`src/rtl/vga_controller.sv`:
```
// VGA timing generator: divides the system clock by two into a pixel enable,
// runs the horizontal/vertical counters on that enable, decodes sync and
// blanking from the live counter values, and counts completed frames.
module vga_controller #(
  parameter int H_ACTIVE = 640,
  parameter int H_FP     = 16,
  parameter int H_SYNC   = 96,
  parameter int H_BP     = 48,
  parameter int V_ACTIVE = 480,
  parameter int V_FP     = 10,
  parameter int V_SYNC   = 2,
  parameter int V_BP     = 33
) (
  input  logic       clk,
  input  logic       rst,
  output logic       vga_clk,
  output logic       hsync,
  output logic       vsync,
  output logic       blank_n,
  output logic       sync_n,
  output logic [9:0] x,
  output logic [9:0] y,
  output logic       frame_start,
  output logic [7:0] frame_cnt
);

  localparam int H_TOTAL = H_ACTIVE + H_FP + H_SYNC + H_BP;
  localparam int V_TOTAL = V_ACTIVE + V_FP + V_SYNC + V_BP;

  // Counter-width copies of the timing boundaries, so every compare is 10 bits.
  localparam logic [9:0] H_LAST       = 10'(H_TOTAL - 1);
  localparam logic [9:0] H_VIS_END    = 10'(H_ACTIVE);
  localparam logic [9:0] H_SYNC_START = 10'(H_ACTIVE + H_FP);
  localparam logic [9:0] H_SYNC_END   = 10'(H_ACTIVE + H_FP + H_SYNC);
  localparam logic [9:0] V_LAST       = 10'(V_TOTAL - 1);
  localparam logic [9:0] V_VIS_END    = 10'(V_ACTIVE);
  localparam logic [9:0] V_SYNC_START = 10'(V_ACTIVE + V_FP);
  localparam logic [9:0] V_SYNC_END   = 10'(V_ACTIVE + V_FP + V_SYNC);

  logic       pix_en_q, pix_en_d;
  logic [9:0] hcnt_q, hcnt_d;
  logic [9:0] vcnt_q, vcnt_d;
  logic       frame_start_q, frame_start_d;
  logic [7:0] frame_cnt_q, frame_cnt_d;

  logic h_wrap;
  logic v_wrap;

  assign h_wrap = (hcnt_q == H_LAST);
  assign v_wrap = (vcnt_q == V_LAST);

  // Next-state: toggle the pixel enable, advance counters on enabled edges,
  // and flag the frame wrap so the pulse lines up with the (0,0) counters.
  always_comb begin
    // NOTE: every signal gets a default before the branches so no path leaves
    // it unassigned; a missing default here would infer a latch.
    pix_en_d      = ~pix_en_q;
    hcnt_d        = hcnt_q;
    vcnt_d        = vcnt_q;
    frame_start_d = 1'b0;
    frame_cnt_d   = frame_cnt_q;

    if (pix_en_q) begin
      if (h_wrap) begin
        hcnt_d = '0;
        if (v_wrap) begin
          vcnt_d        = '0;
          frame_start_d = 1'b1;
          frame_cnt_d   = frame_cnt_q + 8'd1;
        end else begin
          vcnt_d = vcnt_q + 10'd1;
        end
      end else begin
        hcnt_d = hcnt_q + 10'd1;
      end
    end
  end

  // State registers; reset clears everything immediately, independent of clk.
  always_ff @(posedge clk or posedge rst) begin
    // NOTE: sequential state uses non-blocking assignments so every flop
    // samples the pre-edge values, independent of statement order.
    if (rst) begin
      pix_en_q      <= 1'b0;
      hcnt_q        <= '0;
      vcnt_q        <= '0;
      frame_start_q <= 1'b0;
      frame_cnt_q   <= '0;
    end else begin
      pix_en_q      <= pix_en_d;
      hcnt_q        <= hcnt_d;
      vcnt_q        <= vcnt_d;
      frame_start_q <= frame_start_d;
      frame_cnt_q   <= frame_cnt_d;
    end
  end

  // Sync and blanking are decoded straight from the counters so they never
  // lag x/y.
  assign hsync   = ~((hcnt_q >= H_SYNC_START) && (hcnt_q < H_SYNC_END));
  assign vsync   = ~((vcnt_q >= V_SYNC_START) && (vcnt_q < V_SYNC_END));
  assign blank_n = (hcnt_q < H_VIS_END) && (vcnt_q < V_VIS_END);

  assign vga_clk     = pix_en_q;
  assign sync_n      = 1'b0;
  assign x           = hcnt_q;
  assign y           = vcnt_q;
  assign frame_start = frame_start_q;
  assign frame_cnt   = frame_cnt_q;

endmodule
```
`config.mk`:
```
export PLATFORM = sky130hd
export DESIGN_NAME = vga_controller
export DESIGN_NICKNAME = d
export VERILOG_FILES = /design/src/rtl/vga_controller.sv
export SDC_FILE = /design/constraint.sdc
export NUM_CORES = 1
export LEC_CHECK = 0
export CORE_MARGIN = 3
export CORE_UTILIZATION = 53
export DETAILED_ROUTE_END_ITERATION = 12
export PLACE_DENSITY = 0.83
export SLEW_MARGIN = 20
export SYNTH_ARGS = -nofsm -noshare
export SYNTH_HDL_FRONTEND = slang
export SYNTH_SLANG_ARGS = --single-unit
```
`constraint.sdc`:
```
create_clock -name clk -period 4.1 [get_ports clk]
set_input_delay 0.615 -clock clk [delete_from_list [all_inputs] [get_ports clk]]
set_output_delay 0.615 -clock clk [all_outputs]
set_load 0.03 [all_outputs]
```
==> results of run 1 <==
cell usage after synthesis (3+ instances only):
cell type	n
xnor2_1	7
nand3_1	8
dfrtp_1	30
o21ai_0	5
inv_1	9
nor2_1	10
and2_1	3
buf_4	4
nand4_1	8
nand2_1	11
nor3_1	6
ha_1	6
xor2_1	13
and3_1	5
per-layer routing:
layer,share of wire,wire (um),track usage
met5,0,0,0
met4,0.012,39,0.09598
met2,0.48,1580,0.3038
met3,0.064,211,0.07234
met1,0.45,1477,0.2683
critical path, cell delays in order, from the launching register on:
cell	delay (ps)
dfrtp_1	460
and3_1	210
and2_1	170
nor3_1	180
clkdlybuf4s50_1	700
cell type report:
cell class                 count  area (um^2)  share of cell area
tap                           31        38.79             0.01966
sequential                    30        750.7              0.3805
inverter                       9        33.78             0.01712
clock buffer                   7        45.04             0.02283
multi-input combinational    107        764.5              0.3874
timing repair buffer          34        340.3              0.1725
sequential cells by signal, indices dropped and copies added (netlist names):
register / cells
x: 10
frame_cnt: 8
frame_start: 1
vga_clk: 1
y: 10
cells by family (layout without fill, tap and decap cells):
group,Yosys count,after routing,synth area share
AOI/OAI and AO/OA,12,12,0.04345
xor gates and xnor gates,20,20,0.1106
adders and majority gates,6,6,0.04739
buffers and inverters,14,50,0.04344
DFF,30,30,0.4739
muxes,2,2,0.01343
other,1,1,0.002367
and+or+nand+nor,66,66,0.2654
stage by stage:
stage | worst slack (ps) | utilization | hold slack [ps] | total power [W] | area [um^2]
4_1_cts | 1435 | 0.7034 | 475.9 | 0.0004696 | 1973
5_1_grt | 1338 | 0.7034 | 512.7 | 0.0004847 | 1973
3_3_place_gp | 1853 | 0.6873 | 459.3 | 0.0003093 | 1928
6_report | 1447 | 0.7034 | 472.2 | 0.0004640 | 1973
3_5_place_dp | 1811 | 0.6873 | 458.8 | 0.0003096 | 1928
2_1_floorplan | 1889 | - | 648.6 | 0.0003078 | 1584
power breakdown:
group	total, W	leakage, nW	switching (W)	internal [W]
Sequential	0.000296	0.405	0	0.000296
Combinational	0.00000767	0.471	0.00000675	0.000000919
Clock	0.000161	0.0254	0.0000963	0.0000645
Total	0.000464	0.902	0.000103	0.000361
how the worst min path moves through the flow:
stage / start / to / slack (ps) / cells after the start
after floorplan: frame_cnt[7] / frame_cnt[7] / 650 / 1
after global placement: frame_cnt[7] / frame_cnt[7] / 460 / 1
after detailed placement: frame_cnt[7] / frame_cnt[7] / 460 / 1
after CTS: frame_cnt[7] / frame_cnt[7] / 480 / 1
after global routing: frame_cnt[7] / frame_cnt[7] / 510 / 1
final: frame_cnt[7] / frame_cnt[7] / 470 / 1
==> metrics.txt, run 1 <==
status=complete, no violations; DR vias=1,238; DR WL/cell=between 15 and 20 um; largest net degree at the start of global routing=31; non-filler cells, final=218; clk sinks=30; initial antenna violation count=0; post_cts resized=0; total placed cells including tap cells=211; RSZ-0062 raised after global routing=no; post-CTS setup buffer count=0; final period utilization=0.6471; DRC violations left=0; Inserted Clock Buffers=5; CTS tree=done; Worst R2R Start=y[1]; internal reg-to-reg setup slack=1800 ps; async set-or-reset flop fraction in the synthesized netlist=1.000; commonest cells after routing, fill and taps aside=clkdlybuf4s50_1 (34), dfrtp_1 (30), xor2_1 (13); Slew @ Worst Pin=608.1 ps; Worst-path clk slew=80 ps; Setup violations, final=0; Slew Limit Headroom=0.5940; commonest non-fill, non-tap cell in the layout=clkdlybuf4s50_1; critical path startpoint=y[6]; layout cells sized above 1=0.06952; Crit Path Max Fanout=6; n_diodes=0; core footprint=0.002805 mm^2; post-synthesis net count=159; dpl hpwl=2398 um; sequential share of the synthesized area=0.4739; min cycle time layout=2653 ps; Fin. Hold Viols=0; vias in the first global route=1,154; setup TNS=0 ps; GR Overflow Total=0; Setup CP Type=reg2out; area leader, netlist=dfrtp_1; initial DRC count=82; P_leak=0.9016 nW; I/O Buffers=34; ys flop type=dfrtp_1; Placement Rows=19; clock latency on the worst-skew pair=about 330 ps; Final nets=just under 200; Yosys reg bits=30; number of synthesized flops with an enable pin=0; routability cong.=roughly 0.89; Max-Cap Viols=0; Mapped Cells=151; Power Dens Cells=235.2 mW/mm^2; # fillers=218; # H-tree levels=2; endpoint class of the critical path=output port; final WL=between 3000 and 4000 um; Synth top area share=0.4739; Post-Synthesis Cell Area=between 0.0015 and 0.002 mm^2; worst path required time=3480 ps; worst reg2reg endpoint=frame_cnt[1]; synth top area cells=dfrtp_1 (47%), xor2_1 (7.2%), ha_1 (4.7%), xnor2_1 (3.9%), nand4_1 (3.2%); Yosys warnings=0; die span in y=60.67 um; Worst setup SP type=flip-flop; HP Class=reg2reg; clk_skew=7.128 ps; crit path DAT=approximately 2000 ps; initial cell density of the core=0.5647; fmax=0.3769 GHz; post-route ant nets=0; Worst Setup EP=blank_n; Layout area overhead=24.57%; Total GRT Usage=0.2048; first-pass GRT wire length=5416 um; R2R depth=6; Max clock buf depth=2; Max Slew Vio Count=0; vias per inst=5.679; Die ar.=0.003681 mm^2; clk root buf=clkbuf_4; count of cell types in the netlist=36; VDD IR max=between 200 and 250 uV; io pins=36; first-pass iteration count of the detailed router=4; Die X=60.67 um; mean post-synth cell area=10.49 um^2; # hold bufs at CTS=0
(Power assumes the default switching activity.)
==> inputs of run 2 (changes only) <==
--- a/config.mk
+++ b/config.mk
@@ -6,9 +6,9 @@
 export NUM_CORES = 1
 export LEC_CHECK = 0
 export CORE_MARGIN = 3
-export CORE_UTILIZATION = 53
+export CORE_UTILIZATION = 49
 export DETAILED_ROUTE_END_ITERATION = 12
-export PLACE_DENSITY = 0.83
+export PLACE_DENSITY = 0.77
 export SLEW_MARGIN = 20
 export SYNTH_ARGS = -nofsm -noshare
 export SYNTH_HDL_FRONTEND = slang
==> constraint.sdc (replaced) <==
create_clock -name clk -period 2.8 [get_ports clk]
set_input_delay 0.42 -clock clk [delete_from_list [all_inputs] [get_ports clk]]
set_output_delay 0.42 -clock clk [all_outputs]
set_load 0.03 [all_outputs]
==> metrics.txt, run 2 (synthesized netlist as in run 1, its figures left out) <==
status=complete, no violations; clk_skew=6.528 ps; first-pass iteration count of the detailed router=4; internal reg-to-reg setup slack=710 ps; commonest cells after routing, fill and taps aside=clkdlybuf4s50_1 (34), dfrtp_1 (30), xor2_1 (13); GR Overflow Total=0; critical path startpoint=y[6]; initial cell density of the core=0.5146; Worst Setup EP=blank_n; post-CTS setup buffer count=0; grt peak-use layer=met2; Worst R2R Start=y[0]; storage element area=750.7 um^2; setup TNS=0 ps; final period utilization=0.8794; Setup CP Type=reg2out; post-route ant nets=0; GR met1 Demand/Resource=0.2216; post_cts resized=0; dpl hpwl=2351 um; # hold bufs at CTS=0; HP Class=in2async; io pins=36; first-pass GRT wire length=between 5000 and 6000 um; CTS tree=done; core footprint=0.003078 mm^2; crit-path leading delay family=buffers and inverters; RSZ-0062 raised after global routing=no; initial DRC count=49; routability cong.=0.8215; Layout area overhead=28.67%; n_diodes=0; Final nets=197; slowest CP cell=clkdlybuf4s50_1; Inserted Clock Buffers=5; Placement Rows=20; die span in y=62.86 um; met2 usage=0.2876; VDD IR max=252.4 uV; Worst Path Buf+Inv=1; # H-tree levels=2; layout cells sized above 1=0.08947; initial antenna violation count=0; P_leak=0.9308 nW; DR WL/cell=between 10 and 15 um; R2R depth=7; Crit Path Max Fanout=6; clk sinks=30; CP Depth=4; crit path DAT=2040 ps; Worst-path clk slew=100 ps; vias per inst=5.222; Setup violations, final=0; Fin. Hold Viols=0; worst reg2reg endpoint=frame_cnt[7]; I/O Buffers=34; # fillers=approximately 260; Max Slew Vio Count=0; final WL=about 3300 um; M3 GR Usage=0.07554; clock latency on the worst-skew pair=340 ps; Final Core Density=0.6622; Max stage delay on crit path=700 ps; Worst setup SP type=flip-flop; Die X=62.86 um; clk root buf=clkbuf_4; DRC violations left=0; Total GRT Usage=0.1841; worst path required time=2380 ps; Critical Path, Cell by Cell=and3_1 > and2_1 > nor3_1 > clkdlybuf4s50_1; Die ar.=approximately 0.004 mm^2; vias in the first global route=1,225; Max clock buf depth=2; endpoint class of the critical path=output port; fmax=approximately 0.41 GHz; Max-Cap Viols=0; area of the multi-input gates=764.5 um^2; min cycle time layout=2462 ps; DR vias=1,222; commonest non-fill, non-tap cell in the layout=clkdlybuf4s50_1; Power Dens Cells=377.9 mW/mm^2; largest net degree at the start of global routing=31
==> run 2: metal layers <==
metal / wire length [um] / share of wire
met1: 1449 / 0.44
met2: 1570 / 0.48
met3: 178 / 0.055
met4: 60 / 0.018
met5: 0 / 0
==> run 2: worst min path at each step <==
stage,start,to
after global placement,frame_cnt[7],frame_cnt[7]
after CTS,rst,y[5]
after floorplan,rst,frame_cnt[0]
final,rst,x[7]
after global routing,rst,x[7]
after detailed placement,frame_cnt[7],frame_cnt[7]
==> run 2: where the power goes <==
group	switching (W)	internal, W
combinational	0.0000101	0.00000224
clock	0.000154	0.000171
sequential	0	0.000433
total	0.000164	0.000606
==> run 2: per-stage QoR <==
step / area (um^2) / power [W] / cells / hold WS (ps) / setup slack [ps]
finish: 2038 / 0.0007702 / 234 / 452.0 / 337.6
floorplan: 1584 / 0.0004507 / 151 / 510.8 / 784.0
detailed placement: 1959 / 0.0004547 / 226 / 472.6 / 714.8
global route: 2038 / 0.0007983 / 234 / 507.4 / 231.1
global placement: 1959 / 0.0004543 / 226 / 459.5 / 767.2
CTS: 2038 / 0.0007791 / 234 / 460.7 / 319.9
==> run 2: final cells by class <==
class,instances,share of cell area
multi-input combinational,107,0.3751
tap,44,0.02701
sequential,30,0.3683
clock buffer,8,0.03867
inverter,9,0.01657
timing repair buffer,36,0.1743
==> run 2: worst reg2reg max path, cell delays in order (launching register included) <==
cell and delay [ps]:
dfrtp_1 440, inv_1 130, ha_1 160, nor3b_1 210, nand4_1 300, buf_4 270
nor4_1 340, xor2_1 170
==> inputs of run 3 (changes only) <==
--- a/config.mk
+++ b/config.mk
@@ -5,10 +5,11 @@
 export SDC_FILE = /design/constraint.sdc
 export NUM_CORES = 1
 export LEC_CHECK = 0
+export ABC_AREA = 1
 export CORE_MARGIN = 3
-export CORE_UTILIZATION = 49
+export CORE_UTILIZATION = 51
 export DETAILED_ROUTE_END_ITERATION = 12
-export PLACE_DENSITY = 0.77
+export PLACE_DENSITY = 0.78
 export SLEW_MARGIN = 20
 export SYNTH_ARGS = -nofsm -noshare
 export SYNTH_HDL_FRONTEND = slang
==> metrics.txt, run 3 <==
synth top area cells=dfrtp_1 (41%), nand2_1 (11%), inv_1 (7.0%), nand3_1 (6.6%), o21ai_0 (5.2%); fmax=0.4132 GHz; Max clock buf depth=2; HP Class=in2async; initial antenna violation count=0; commonest non-fill, non-tap cell in the layout=nand2_1; post_cts resized=0; Post-Synthesis Cell Area=0.001823 mm^2; placed cell area=0.002182 mm^2; Worst setup SP type=flip-flop; dpl hpwl=2794 um; CTS tree=done; vias per inst=5.097; first-pass iteration count of the detailed router=4; vias in the first global route=around 1,600; P_leak=around 1.1 nW; met2 usage=0.3354; RSZ-0062 raised after global routing=no; Crit Path Max Fanout=6; layout cells sized above 1=0.09191; Slew @ Worst Pin=approximately 500 ps; # hold bufs at CTS=0; setup TNS=0 ps; Critical Path, Cell by Cell=nand2_1 > nor3_1 > o211ai_1 > clkdlybuf4s50_1; initial DRC count=86; first-pass GRT wire length=6851 um; initial cell density of the core=0.5378; clock latency on the worst-skew pair=340 ps; post-route ant nets=0; Mapped Cells=234; clk_skew=between 10 and 15 ps; clk root buf=clkbuf_4; slowest CP cell=clkdlybuf4s50_1; DRC violations left=0; non-filler cells, final=approximately 320; core footprint=~0.0034 mm^2; count leader, synth=nand2_1; VDD IR max=459.4 uV; final period utilization=0.8643; Max Slew Vio Count=0; GR Overflow Total=0; Yosys warnings=0; DR vias=1,621; area leader, netlist=dfrtp_1; routability cong.=0.9334; Total GRT Usage=0.2056; io pins=36; Layout area overhead=25.81%; Max stage delay on crit path=~620 ps; Die X=~66 um; largest net degree at the start of global routing=31; Power Dens Cells=between 300 and 400 mW/mm^2; endpoint class of the critical path=output port; post-synthesis net count=242; Worst-path clk slew=~110 ps; ys flop type=dfrtp_1; clk sinks=30; Fin. Hold Viols=0; Setup CP Type=reg2out; Synth top area share=0.4118; I/O Buffers=34; top cells by count, synth=nand2_1 (55), inv_1 (34), dfrtp_1 (30); Yosys reg bits=30; grt peak-use layer=met2; Inserted Clock Buffers=5; M3 GR Usage=0.05782; n_diodes=0; async set-or-reset flop fraction in the synthesized netlist=1.000; number of synthesized flops with an enable pin=0; Max-Cap Viols=0; Hold WS=around 450 ps; DR WL/cell=12.12 um; post-CTS setup buffer count=0; Final nets=279; Placement Rows=21; Final Cell Area=between 0.002 and 0.0025 mm^2; Setup violations, final=0; count of cell types in the netlist=26; Slew Limit Headroom=0.6590; # H-tree levels=2; GR met1 Demand/Resource=0.2560; status=complete, no violations; final WL=approximately 3900 um; die span in y=~66 um; worst path required time=2380 ps; sequential share of the synthesized area=0.4118; mean post-synth cell area=a little under 8 um^2; crit path DAT=about 2000 ps; min cycle time layout=approximately 2400 ps; Final Core Density=0.6766; Die ar.=0.004328 mm^2; commonest cells after routing, fill and taps aside=nand2_1 (55), inv_1 (34), clkdlybuf4s50_1 (34); total placed cells including tap cells=slightly above 300
==> run 3: final cells by class <==
class	instances	area [um^2]
Multi-Input combinational cell	163	890.9
Tap cell	46	57.56
Inverter	36	135.1
Fill cell	297	1096
Sequential cell	30	750.7
Clock buffer	6	51.30
Timing Repair Buffer	35	347.8
Clock inverter	2	60.06
==> run 3: through the flow <==
stage / worst slack (ps) / power (W)
after global routing: 236.0 / 0.0009410
final: 379.9 / 0.0009101
after detailed placement: 743.0 / 0.0004548
after global placement: 770.9 / 0.0004547
after floorplan: 645.6 / 0.0004507
after CTS: 357.7 / 0.0009186
==> run 3: path summary, 6_finish.rpt <==
path / startpoint / endpoint / slack, ps / cells after the start
max: y[5] / vsync / 380 / 4
min: rst / frame_cnt[0] / 450 / 3
max reg2reg: y[0] / frame_cnt[4] / 800 / 8
min reg2reg: frame_cnt[1] / frame_cnt[1] / 570 / 2
max in group asynchronous: rst / y[1] / 2060 / 3
min in group clk: frame_cnt[1] / frame_cnt[1] / 570 / 2
==> run 3: routing by layer <==
metal,part of all wire,wire [um],up-vias
met1,0.47,1813,760
met5,0,0,-
met3,0.046,177,7
li1,-,-,820
met2,0.47,1812,34
met4,0.013,50,0
==> run 3: logic make-up after synthesis <==
group / share of synthesized area
AO/OA/AOI/OAI: 0.07001
XOR/XNOR: 0.04804
adder cells (fa/ha/maj): 0.04118
buffers and inverters: 0.09952
flip-flops: 0.4118
other: 0.002057
AND/OR/NAND/NOR: 0.3274
==> run 3: where the power goes <==
group          leakage [nW]  switching (W)  internal (W)  total [W]
Clock                0.0585       0.000162      0.000302   0.000465
Sequential            0.405              0      0.000433   0.000433
Combinational         0.592      0.0000102    0.00000224  0.0000124
Total                  1.06       0.000172      0.000738   0.000910
==> run 3: worst max-delay path: cells and delay by family, from the launching register on <==
family	cells	cell delay (ps)
and+or+nand+nor	2	440
DFF	1	450
buffers and inverters	1	620
AOI/OAI and AO/OA	1	160
